[config.mk]
export PLATFORM = sky130hd
export DESIGN_NAME = alu_sequencer
export DESIGN_NICKNAME = d
export VERILOG_FILES = /design/src/rtl/alu_seq_pkg.sv /design/src/rtl/alu_comb.sv /design/src/rtl/alu_sequencer.sv
export SDC_FILE = /design/constraint.sdc
export NUM_CORES = 1
export LEC_CHECK = 0
export BUFFER_PORTS_ARGS = -buffer_cell sky130_fd_sc_hd__buf_2
export CAP_MARGIN = 40
export CORE_ASPECT_RATIO = 1.25
export CORE_MARGIN = 1.5
export CORE_UTILIZATION = 54
export CTS_CLUSTER_SIZE = 8
export DETAILED_ROUTE_END_ITERATION = 16
export GPL_ROUTABILITY_DRIVEN = 1
export GPL_TIMING_DRIVEN = 0
export PLACE_DENSITY = 0.84
export SLEW_MARGIN = 25
export SYNTH_ARGS = -nofsm -noshare
export SYNTH_HDL_FRONTEND = slang
export SYNTH_HIERARCHICAL = 1
export SYNTH_SLANG_ARGS = --single-unit
export TNS_END_PERCENT = 30
[constraint.sdc]
create_clock -name clk -period 4.1 [get_ports clk]
set_input_delay 0.82 -clock clk [delete_from_list [all_inputs] [get_ports clk]]
set_output_delay 0.82 -clock clk [all_outputs]
set_load 0.05 [all_outputs]
[src/rtl/alu_seq_pkg.sv]
// alu_seq_pkg: opcodes, FSM state codes and default width shared by alu_sequencer and alu_comb
package alu_seq_pkg;
  localparam int DEF_WIDTH = 32;
  localparam logic [2:0] OP_AND = 3'd0;
  localparam logic [2:0] OP_OR  = 3'd1;
  localparam logic [2:0] OP_XOR = 3'd2;
  localparam logic [2:0] OP_NOR = 3'd3;
  localparam logic [2:0] OP_ADD = 3'd4;
  localparam logic [2:0] OP_SUB = 3'd5;
  localparam logic [2:0] OP_SLT = 3'd6;
  localparam logic [2:0] OP_MUL = 3'd7;
  localparam logic [1:0] ST_IDLE = 2'd0;
  localparam logic [1:0] ST_MUL  = 2'd1;
  localparam logic [1:0] ST_DONE = 2'd2;
endpackage

[src/rtl/alu_comb.sv]
// alu_comb: combinational ALU, per-bit logic slices plus one adder shared by ADD/SUB/SLT/MUL
module alu_comb
  import alu_seq_pkg::*;
#(
  parameter int WIDTH = DEF_WIDTH
) (
  input  logic [WIDTH-1:0] a,
  input  logic [WIDTH-1:0] b,
  input  logic [2:0]       op,
  output logic [WIDTH-1:0] y,
  output logic             carry
);
  logic [WIDTH-1:0] and_v, or_v, xor_v, sum;
  logic sub, slt;
  for (genvar i = 0; i < WIDTH; i++) begin : g_bit
    assign and_v[i] = a[i] & b[i];
    assign or_v[i]  = a[i] | b[i];
    assign xor_v[i] = a[i] ^ b[i];
  end
  assign sub = op == OP_SUB || op == OP_SLT;
  assign {carry, sum} = {1'b0, a} + {1'b0, b ^ {WIDTH{sub}}} + (WIDTH+1)'(sub);
  // differing signs decide directly; equal signs cannot overflow, so the difference sign decides
  assign slt = (a[WIDTH-1] ^ b[WIDTH-1]) ? a[WIDTH-1] : sum[WIDTH-1];
  assign y = op == OP_AND ? and_v :
             op == OP_OR  ? or_v  :
             op == OP_XOR ? xor_v :
             op == OP_NOR ? ~or_v :
             op == OP_SLT ? {{(WIDTH-1){1'b0}}, slt} : sum;
endmodule

[src/rtl/alu_sequencer.sv]
// alu_sequencer: valid/ready ALU controller; single-cycle ops and a WIDTH-step shift-add multiply
module alu_sequencer
  import alu_seq_pkg::*;
#(
  parameter int WIDTH = DEF_WIDTH
) (
  input  logic             clk,
  input  logic             rst_n,
  input  logic             req_valid,
  output logic             req_ready,
  input  logic [2:0]       req_op,
  input  logic [WIDTH-1:0] req_a,
  input  logic [WIDTH-1:0] req_b,
  output logic             rsp_valid,
  input  logic             rsp_ready,
  output logic [WIDTH-1:0] rsp_result,
  output logic [WIDTH-1:0] rsp_hi,
  output logic             rsp_zero
);
  localparam int CW = $clog2(WIDTH);
  logic [1:0] state;
  logic [2*WIDTH-1:0] prod;
  logic [WIDTH-1:0] mcand, alu_y;
  logic [CW-1:0] cnt;
  logic alu_c, in_mul;
  assign in_mul = state == ST_MUL;
  // the datapath serves the request in IDLE and the multiply's high-half accumulate in MUL
  alu_comb #(.WIDTH(WIDTH)) u_alu (
    .a    (in_mul ? prod[2*WIDTH-1:WIDTH] : req_a),
    .b    (in_mul ? mcand : req_b),
    .op   (in_mul ? OP_ADD : req_op),
    .y    (alu_y),
    .carry(alu_c)
  );
  always_ff @(posedge clk or negedge rst_n) begin
    if (!rst_n) begin
      state <= ST_IDLE;
      prod  <= '0;
      mcand <= '0;
      cnt   <= '0;
    end else begin
      case (state)
        ST_IDLE: if (req_valid) begin
          mcand <= req_a;
          cnt   <= '0;
          prod  <= {{WIDTH{1'b0}}, req_op == OP_MUL ? req_b : alu_y};
          state <= req_op == OP_MUL ? ST_MUL : ST_DONE;
        end
        ST_MUL: begin
          prod  <= prod[0] ? {alu_c, alu_y, prod[WIDTH-1:1]} : {1'b0, prod[2*WIDTH-1:1]};
          cnt   <= cnt == CW'(WIDTH - 1) ? '0 : cnt + CW'(1);
          state <= cnt == CW'(WIDTH - 1) ? ST_DONE : ST_MUL;
        end
        default: if (rsp_ready) state <= ST_IDLE;
      endcase
    end
  end
  assign req_ready  = state == ST_IDLE;
  assign rsp_valid  = state == ST_DONE;
  assign rsp_result = prod[WIDTH-1:0];
  assign rsp_hi     = prod[2*WIDTH-1:WIDTH];
  assign rsp_zero   = ~|prod[WIDTH-1:0];
endmodule

==> impl_results.md <==
- Die Ht: 156 um
- Register area share after synthesis: 25.5%
- WL/cell: 20.4 um
- Minimum clock period: 4.07 ns
- Most Frequent Cell on Critical Path: buf_8
- # diodes: 0
- Final Skew: 0.0117 ns
- Tot GR Track Use: 33.7%
- Antenna violations before repair: 0
- Adder-Cell Fraction of Synth Area: 12.3%
- CTS root buf: clkbuf_16
- Crit path buffers/inverters: 3
- Synth unique cells: 68
- Worst Max-Slew Pin Slew: 0.909 ns
- Via Count: 10323
- Outcome: complete, no violations
- Fin crit share: 99.3%
- Post-Synth Simple-Gate Area: 16.4%
- # DRC: 0
- Clock tree sinks: 103
- Fin nets: 1599
- Worst path slowest cell: dfrtp_1
- Slew Limit Fails: 0
- CTS Buf Count: 9
- Remaining antenna violation count after routing: 0
- Chip width: 125 um
- CP required: 4.32 ns
- Yosys top cell area share: 25.5%
- Synth Cell Area: 10100 um^2
- Vias per cell: 6.21
- HPWL Detailed: 24400 um
- Starting density of the core: 55.5%
- Mux cell area share after synthesis: 13.3%
- Clk buf depth: 2
- Top-Level Pins: 138
- Yosys reg bits: 103
- Final hold viol count: 0
- Crit path capture type: flip-flop
- Number of synthesized flops with an enable pin: 0
- Vias in the first global route: 10073
- Worst path depth: 18
- Most common cell after layout, fill and taps aside: nand2_1
- Final wirelength: 33900 um
- Synthesized instance count: 1239
- Cell taking the most area after synthesis: dfrtp_1
- Slew Limit Headroom: 39.4%
- Leakage: 6.29 nW
- DR pass1 iterations: 5
- Core footprint: 18200 um^2
- Layout cells sized above 1: 24.4%
- Power Density: 595 nW/um^2
- Endpoints failing setup: 0
- Final GP Congestion: 0.984
- Number of max-cap violations: 0
- Worst vdd ir: 0.370 mV
- Xor/xnor share of the synthesized area: 6.92%
- FFs w/ async S/R, synth: 100%
- Hold Slack: 0.408 ns
- H-tree levels: 3
- Top cells by area, synth: dfrtp_1, ha_1, nand2_1
- CP Max Fanout: 6
- Overflow after GRT: 0
- CP Class: flip-flop to flip-flop
- Commonest cells after routing, fill and taps aside: nand2_1, buf_2, dfrtp_1
- Placement Rows: 55
- Non-Filler Instances: 1661
- Fmax achieved: 246 MHz
- Yosys warning count: 6
- Worst hold path type: primary input to asynchronous set/reset pin
- Global-route wire length before repair: 52500 um
- CTS tree: done
- RSZ-0062 raised after global routing: true
- CP Launch Type: flip-flop
- Post-synthesis compound-gate area fraction: 18.8%
- Total chip power: 7.26 mW
- CP Cell Sequence: nand2b_4 -> buf_8 -> and2_4 -> xor2_4 -> nand2_4 -> buf_12 -> buf_8 -> xnor2_1 -> ha_2 -> and3_1 -> a31oi_1 -> a21o_1 -> a31oi_4 -> a31o_4 -> and4_1 -> or3_4 -> mux2i_1 -> o221ai_1
- Worst r2r path cells: 18
- Post-synthesis net count: 1409
- Placed cell count: 1607
- Die Area: 19600 um^2
- CP peak stage delay: 0.41 ns
- Main combinational cell family by area after synthesis: compound AO/OA/AOI/OAI gates
- Critical Path AT: 4.29 ns
- CTS clk-pin slew, worst paths: 0.08 ns
- Avg Inst Size Synth: 8.17 um^2
- Port Buf Inserts: 137
- CP delay by family, top: simple AND/OR/NAND/NOR gates
- Area grow syn2layout: 20.6%
- Largest net degree at the start of global routing: 58
- Initial DRC count: 832
- Clock Latency Late Sink: 0.37 ns
- Main synth FF type: dfrtp_1
logic make-up (layout without fill, tap and decap cells):
family                     Yosys count  count (layout)
xor gates and xnor gates            80              80
muxes                              120             120
AOI/OAI and AO/OA                  295             295
DFF                                103             103
buffers and inverters              156             350
and+or+nand+nor                    386             386
adders and majority gates           99              99
timing repair:
action / in CTS / in global routing
hold buffers: 0 / 0
buffers inserted: 30 / 13
gates cloned: 0 / 1
endpoints found under the setup margin: 54 / 45
pin swaps: 38 / 38
gates resized for setup: 63 / 48
where the power goes:
| part | switching, mW | leakage [nW] | internal [mW] |
|---|---|---|---|
| Clock | 0.431 | 0.126 | 0.417 |
| Sequential | 0.359 | 1.32 | 1.39 |
| Combinational | 2.86 | 4.84 | 1.80 |
| Total | 3.65 | 6.29 | 3.61 |
layer usage:
layer / global-route usage [%] / up-vias / share of wire, %
met5: 0 / - / 0
met2: 56.6 / 529 / 48
met1: 40.7 / 4969 / 39
met3: 6.17 / 137 / 8.0
met4: 18.9 / 0 / 5.3
li1: - / 4688 / -
synthesized netlist by cell type, types with 13 or more instances:
master	n
inv_1	77
clkbuf_1	28
nand2_1	258
o21ai_0	88
buf_2	29
mux2i_1	85
xnor2_1	59
nor2_1	46
xor2_1	21
ha_1	98
o22ai_1	13
mux2_4	27
a21oi_1	58
a22oi_1	34
dfrtp_1	103
registers in the layout (all words and copies together) (netlist names):
signal and count:
prod 64, mcand 32, cnt 5, state 2
worst register-to-register path, cell delays in order, from the launching register on:
cell and delay (ns):
dfrtp_1 0.41, nand2b_4 0.17, buf_8 0.13, and2_4 0.16
xor2_4 0.20, nand2_4 0.13, buf_12 0.18, buf_8 0.13
xnor2_1 0.16, ha_2 0.32, and3_1 0.21, a31oi_1 0.21
a21o_1 0.22, a31oi_4 0.12, a31o_4 0.28, and4_1 0.21
or3_4 0.40, mux2i_1 0.16, o221ai_1 0.13
through the flow:
stage | setup WS [ns] | util (%) | setup TNS [ns] | area [um^2]
2_1_floorplan | -0.0180 | - | -0.0180 | 10100
6_report | 0.0299 | 66.9 | 0 | 12200
3_5_place_dp | -0.860 | 61.3 | -25.35 | 11200
5_1_grt | -0.105 | 66.9 | -0.252 | 12200
3_3_place_gp | -0.792 | 61.0 | -23.21 | 11100
4_1_cts | -0.0482 | 65.3 | -0.0716 | 11900
worst paths after layout:
kind / start / endpoint / slack [ns]
worst max-delay path: state[1]$_DFFE_PN0P_ / prod[31]$_DFFE_PN0P_ / 0.03
worst min-delay path: rst_n / prod[41]$_DFFE_PN0P_ / 0.41
worst max register to register: state[1]$_DFFE_PN0P_ / prod[31]$_DFFE_PN0P_ / 0.03
worst min register to register: cnt[3]$_DFFE_PN0P_ / cnt[3]$_DFFE_PN0P_ / 0.48
max in group asynchronous: rst_n / mcand[23]$_DFFE_PN0P_ / 3.04
min in group clk: cnt[3]$_DFFE_PN0P_ / cnt[3]$_DFFE_PN0P_ / 0.48
area by class of cell:
cell class	instances	area [um^2]
buffer	73	465
clock buffer	10	229
clock inverter	5	41.3
fill	1440	6030
inverter	78	293
multi-input combinational	980	7210
sequential	103	2580
tap	228	285
timing repair buffer	184	1100
Power figures use the tool's default switching activity.
